### config.mk
export PLATFORM = sky130hd
export DESIGN_NAME = obi_rr_arbiter
export DESIGN_NICKNAME = d
export VERILOG_FILES = /design/src/rtl/obi_rr_arbiter.sv
export SDC_FILE = /design/constraint.sdc
export NUM_CORES = 1
export LEC_CHECK = 0
export ABC_AREA = 1
export ABC_CLOCK_PERIOD_IN_PS = 3300
export CORE_AREA = 2 2 111 113
export CTS_CLUSTER_DIAMETER = 50
export CTS_CLUSTER_SIZE = 10
export DETAILED_ROUTE_END_ITERATION = 10
export DIE_AREA = 0 0 113 115
export GPL_ROUTABILITY_DRIVEN = 0
export PLACE_DENSITY = 0.64
export SLEW_MARGIN = 25
export SYNTH_ARGS = -nofsm -noshare
export SYNTH_HDL_FRONTEND = slang
export SYNTH_SLANG_ARGS = --single-unit
### constraint.sdc
create_clock -name clk -period 3.3 [get_ports clk]
set_input_delay 0.99 -clock clk [delete_from_list [all_inputs] [get_ports clk]]
set_output_delay 0.99 -clock clk [all_outputs]
set_load 0.005 [all_outputs]
### src/rtl/obi_rr_arbiter.sv
// obi_rr_arbiter: two-requester round-robin OBI arbiter with an in-order
// response ID FIFO. Requester 0 is the instruction-write bridge, requester 1
// the readback port. Request channel is a zero-latency mux; responses are
// routed back using the FIFO of granted requester IDs.
module obi_rr_arbiter #(
    parameter int unsigned MAX_OUTST = 2
) (
    input  logic        clk,
    input  logic        rst_n,

    input  logic        s0_req,
    input  logic        s0_we,
    input  logic [3:0]  s0_be,
    input  logic [31:0] s0_addr,
    input  logic [31:0] s0_wdata,
    output logic        s0_gnt,
    output logic        s0_rvalid,

    input  logic        s1_req,
    input  logic        s1_we,
    input  logic [3:0]  s1_be,
    input  logic [31:0] s1_addr,
    input  logic [31:0] s1_wdata,
    output logic        s1_gnt,
    output logic        s1_rvalid,

    output logic [31:0] s_rdata,

    output logic        m_req,
    output logic        m_we,
    output logic [3:0]  m_be,
    output logic [31:0] m_addr,
    output logic [31:0] m_wdata,
    input  logic        m_gnt,
    input  logic        m_rvalid,
    input  logic [31:0] m_rdata,

    output logic [2:0]  outstanding,
    output logic        busy,
    output logic        resp_err
);

    // Pointer width is at least 1; the storage is rounded up to a power of
    // two so any pointer value indexes a real entry, but pointers only ever
    // walk 0..MAX_OUTST-1.
    localparam int unsigned     PW       = (MAX_OUTST > 1) ? $clog2(MAX_OUTST) : 1;
    localparam int unsigned     DEPTH    = 1 << PW;
    localparam logic [2:0]      MAX_CNT  = 3'(MAX_OUTST);
    localparam logic [PW-1:0]   LAST_PTR = PW'(MAX_OUTST - 1);

    logic              lock_q;
    logic              lock_sel_q;
    logic              last_gnt_q;
    logic [DEPTH-1:0]  id_fifo_q;
    logic [PW-1:0]     wptr_q;
    logic [PW-1:0]     rptr_q;
    logic [2:0]        cnt_q;
    logic              resp_err_q;

    logic              lock_live;
    logic              sel;
    logic              not_full;
    logic              req_int;
    logic              push;
    logic              pop;
    logic              head;

    function automatic logic [PW-1:0] ptr_inc(input logic [PW-1:0] p);
        return (p == LAST_PTR) ? '0 : p + PW'(1);
    endfunction

    // Requester selection: a pending lock wins while its owner still
    // requests; otherwise a lone requester wins, and a tie goes to the one
    // not granted last.
    always_comb begin
        lock_live = lock_q & (lock_sel_q ? s1_req : s0_req);
        sel       = ~last_gnt_q;
        if (lock_live) begin
            sel = lock_sel_q;
        end else if (s0_req ^ s1_req) begin
            sel = s1_req;
        end
    end

    // Handshake qualification. Fullness uses the registered count, so a pop
    // in the same cycle only frees the slot for the following cycle.
    always_comb begin
        not_full = (cnt_q < MAX_CNT);
        req_int  = rst_n & (s0_req | s1_req) & not_full;
        push     = req_int & m_gnt;
        pop      = rst_n & m_rvalid & (cnt_q != 3'd0);
        head     = id_fifo_q[rptr_q];
    end

    // Request channel mux and response routing.
    always_comb begin
        m_req     = req_int;
        m_we      = sel ? s1_we    : s0_we;
        m_be      = sel ? s1_be    : s0_be;
        m_addr    = sel ? s1_addr  : s0_addr;
        m_wdata   = sel ? s1_wdata : s0_wdata;
        s0_gnt    = push & ~sel;
        s1_gnt    = push &  sel;
        s0_rvalid = pop & ~head;
        s1_rvalid = pop &  head;
        s_rdata   = m_rdata;
        outstanding = cnt_q;
        busy      = rst_n & ((cnt_q != 3'd0) | req_int);
        resp_err  = resp_err_q;
    end

    // Lock holds the selection across an ungranted request; any cycle
    // without a pending ungranted request (grant, drop, full) releases it.
    always_ff @(posedge clk) begin
        if (!rst_n) begin
            lock_q     <= 1'b0;
            lock_sel_q <= 1'b0;
        end else begin
            lock_q     <= req_int & ~m_gnt;
            lock_sel_q <= sel;
        end
    end

    // Round-robin history and ID FIFO write side.
    always_ff @(posedge clk) begin
        if (!rst_n) begin
            last_gnt_q <= 1'b1;
            id_fifo_q  <= '0;
            wptr_q     <= '0;
        end else if (push) begin
            last_gnt_q        <= sel;
            id_fifo_q[wptr_q] <= sel;
            wptr_q            <= ptr_inc(wptr_q);
        end
    end

    // ID FIFO read side and outstanding count.
    always_ff @(posedge clk) begin
        if (!rst_n) begin
            rptr_q <= '0;
            cnt_q  <= 3'd0;
        end else begin
            if (pop) begin
                rptr_q <= ptr_inc(rptr_q);
            end
            case ({push, pop})
                2'b10:   cnt_q <= cnt_q + 3'd1;
                2'b01:   cnt_q <= cnt_q - 3'd1;
                default: cnt_q <= cnt_q;
            endcase
        end
    end

    // Sticky error for responses arriving with nothing outstanding.
    always_ff @(posedge clk) begin
        if (!rst_n) begin
            resp_err_q <= 1'b0;
        end else if (m_rvalid && (cnt_q == 3'd0)) begin
            resp_err_q <= 1'b1;
        end
    end

endmodule

==> reports/metrics.yaml <==
floorplanning:
  boundaryPins: 287
  dieHeight_microns: 115
  die-width_microns: 113
  die_area_sq_um: 13000
  start_util_pct: 14.3
  num_rows: 40
  core-area_sq_um: 11800
clocking:
  htreeDepth: 1
  cts_tree: "built"
  worstSkewPairLatency_ps: 240
  tritoncts.num_buffers: 3
  cts_root_buffer: "clkbuf_16"
  clk_pin_slew_ps: 40
  cts.sinks: 11
  clockBufferDepth: 2
timing:
  whs_ps: 451
  finalCritPeriodShare_pct: 106
  clock_skew_ps: 1.10
  maxSlewViolCount: 0
  post-route-min-period_ps: 3490
  setup_ws_ps: -186
  max-slew-margin-rel_pct: 72.6
  max_freq_mhz: 287
  hold_viol_final: 0
  rsz0062_at_grt: "true"
  tightest_slew_ps: 410
  setup_viol: 57
route:
  drc: 18
  wire_per_inst_microns: 15.1
  ant_nets: 0
  drt_first_pass_iters: 9
  wirelength_microns: 11300
  dr.first_iter.drc_count: 86
  vias: 3070
  vias_per_cell: 4.10
placed_design:
  dp_hpwl_microns: 6700
  numPortBuffers: 222
  placed_cell_area_sq_um: 3960
global_routing:
  grt_usage_pct: 15.0
  overflow: 0
  grt_max_degree: 17
  grt_pass1_wl_microns: 15100
  grt_antenna_before_repair: 0
  grt_pass1_vias: 2946
critical_path:
  worst_ep_arrival_time_ps: 2500
  r2r-end: "outstanding[1]"
  crit_type: "primary input to output port"
  worst_r2r_startpoint: "outstanding[1]"
  cp_common_cell: "buf_8"
  start_kind: "primary input"
  endpoint: "m_wdata[31]"
  setup.worst_path.end_class: "output port"
  ff2ff_path_depth: 9
  cp.required_ps: 2310
  cp_max_fo: 3
  critPathMaxStageDelay_ps: 270
  rrSetupSlack_ps: 1210
  worstSetupStartpoint: "s1_req"
  path_cells: "buf_8 > inv_4 > ha_4 > inv_2 > nand2_2 > nand2_4 > nand2_4 > o21ai_4 > buf_6 > buf_12 > buf_16 > buf_8 > buf_8 > nand2_2 > nand2_1 > buf_2"
  worst_path_max_delay_cell: "ha_4"
yosys:
  synth_top_area_cell: "nand2_1"
  ys_types: 21
  syn_inst: 336
  synth_warnings: 0
  syn_nets: 515
  syn-cell-area_sq_um: 1690
  synth_top_area_share_pct: 49.6
  yosysSeqAreaShare_pct: 13.0
  synth_area_leaders: "nand2_1 (50%), buf_4 (17%), dfxtp_1 (13%)"
  syn_avg_cell_area_sq_um: 5.04
  ys_seq_elements: 11
final_layout:
  antenna_cells: 0
  final_core_util_pct: 42.9
  syn2layout_area_growth_pct: 199
  finalInstanceArea_sq_um: 5070
  drive_gt1_share_pct: 45.2
  nNetsFinal: 782
  num-fill-cells: 1154
outcome:
  outcome: "finished, violations left"
  violations: "design-rule violations, negative setup slack"
power:
  ir_drop_v: 0.000163
  power_density_nw_per_um2: 286
  sw_frac_of_total_pct: 34.6
  intPower_uw: 948
  seqPwrFrac_pct: 11.0
  leakagePower_nw: 2.50
  power_frac_clock_pct: 15.5
  switchingPower_uw: 502
  p_comb_share_pct: 73.5
worst_hold_path:
  holdPathStages: 2
  hold_class: "flip-flop to flip-flop"
run:
  maxCapViolCount: 0
[registers in the layout (all words and copies together) (netlist names)]
register,cells
last_gnt_q,1
id_fifo_q,2
rptr_q,1
lock_q,1
outstanding,3
wptr_q,1
resp_err,1
lock_sel_q,1
[repair_timing]
| item | 4_1_cts | 5_1_grt |
|---|---|---|
| gates cloned | 13 | 1 |
| resized for setup | 389 | 121 |
| setup endpoints to repair | 74 | 70 |
| pin swaps | 13 | 28 |
| hold buffers | 0 | 0 |
| setup buffers | 44 | 26 |
[synthesized netlist by cell type]
cell / n
dfxtp_1: 11
a21oi_1: 5
nor2_4: 1
xor2_1: 1
nor3b_1: 1
inv_2: 1
o21ai_0: 5
a21oi_4: 1
o21ai_1: 1
buf_6: 1
nand3_2: 1
fa_1: 1
nand2_1: 224
buf_2: 7
buf_4: 38
inv_1: 15
nor2_1: 15
o21ai_2: 1
nand3_1: 2
nand4_1: 2
ha_1: 2
[cell type report]
type / instances / area, sq um / area share [%]
Timing Repair Buffer: 308 / 3070 / 60.5
Clock buffer: 4 / 78.8 / 1.56
Multi-Input combinational cell: 263 / 1450 / 28.7
Sequential cell: 11 / 220 / 4.34
Tap cell: 147 / 184 / 3.63
Inverter: 16 / 65.1 / 1.28
[power by group through the flow]
stage                     Sequential, mW  Combinational (mW)  Clock (mW)
after floorplan                    0.158               0.274           0
after global placement             0.159               0.727           0
after detailed placement           0.161               0.736           0
after CTS                          0.159                1.01       0.230
after global routing               0.161                1.14       0.235
final                              0.159                1.07       0.225
[how the worst min path moves through the flow]
stage	start	end
2_1_floorplan	resp_err	resp_err
3_3_place_gp	resp_err	resp_err
3_5_place_dp	resp_err	resp_err
4_1_cts	resp_err	resp_err
5_1_grt	resp_err	resp_err
6_report	resp_err	resp_err
[critical path, delay by kind of cell]
kind | cells | cell delay, ps
fa+ha+maj | 1 | 270
compound gates | 1 | 70
buf+inv | 9 | 870
simple gates | 5 | 270
[cells in the final DEF, fill, tap and decap left out, types with 5 or more instances in the layout]
| cell | synthesis | routed |
|---|---|---|
| nand2_4 | 0 | 16 |
| inv_1 | 15 | 12 |
| clkdlybuf4s50_1 | 0 | 146 |
| dfxtp_1 | 11 | 11 |
| buf_4 | 38 | 26 |
| o21ai_0 | 5 | 5 |
| buf_12 | 0 | 14 |
| nor2_1 | 15 | 12 |
| a21oi_1 | 5 | 5 |
| nand2_1 | 224 | 127 |
| buf_2 | 7 | 63 |
| buf_6 | 1 | 31 |
| buf_8 | 0 | 16 |
| buf_16 | 0 | 6 |
| nand2_2 | 0 | 81 |
[kinds of logic (layout without fill, tap and decap cells)]
| group | Yosys count | count (layout) | share of synthesized area (%) |
|---|---|---|---|
| buffers and inverters | 62 | 328 | 23.1 |
| and+or+nand+nor | 246 | 246 | 56.0 |
| DFF | 11 | 11 | 13.0 |
| AOI/OAI and AO/OA | 13 | 13 | 4.73 |
| adders and majority gates | 3 | 3 | 2.66 |
| xor gates and xnor gates | 1 | 1 | 0.517 |
[stage by stage]
stage          setup slack, ps  cells  TNS (ps)  total power, mW
6_report                  -186    749     -5060             1.45
5_1_grt                   -265    749     -9720             1.54
4_1_cts                   -288    737     -6750             1.40
3_5_place_dp              -901    677    -58980            0.897
3_3_place_gp              -869    677    -57170            0.887
2_1_floorplan              281    336         0            0.433
[metal layers]
| metal | vias up | part of all wire, % | global-route usage [%] | routed length [microns] |
|---|---|---|---|---|
| met5 | - | 0 | 0 | 0 |
| met4 | 0 | 1.9 | 4.80 | 218 |
| met3 | 22 | 8.2 | 3.53 | 928 |
| met2 | 170 | 55 | 30.1 | 6250 |
| met1 | 1369 | 34 | 15.3 | 3880 |
| li1 | 1509 | - | - | - |
No activity file was read; power rests on OpenSTA's default activity.
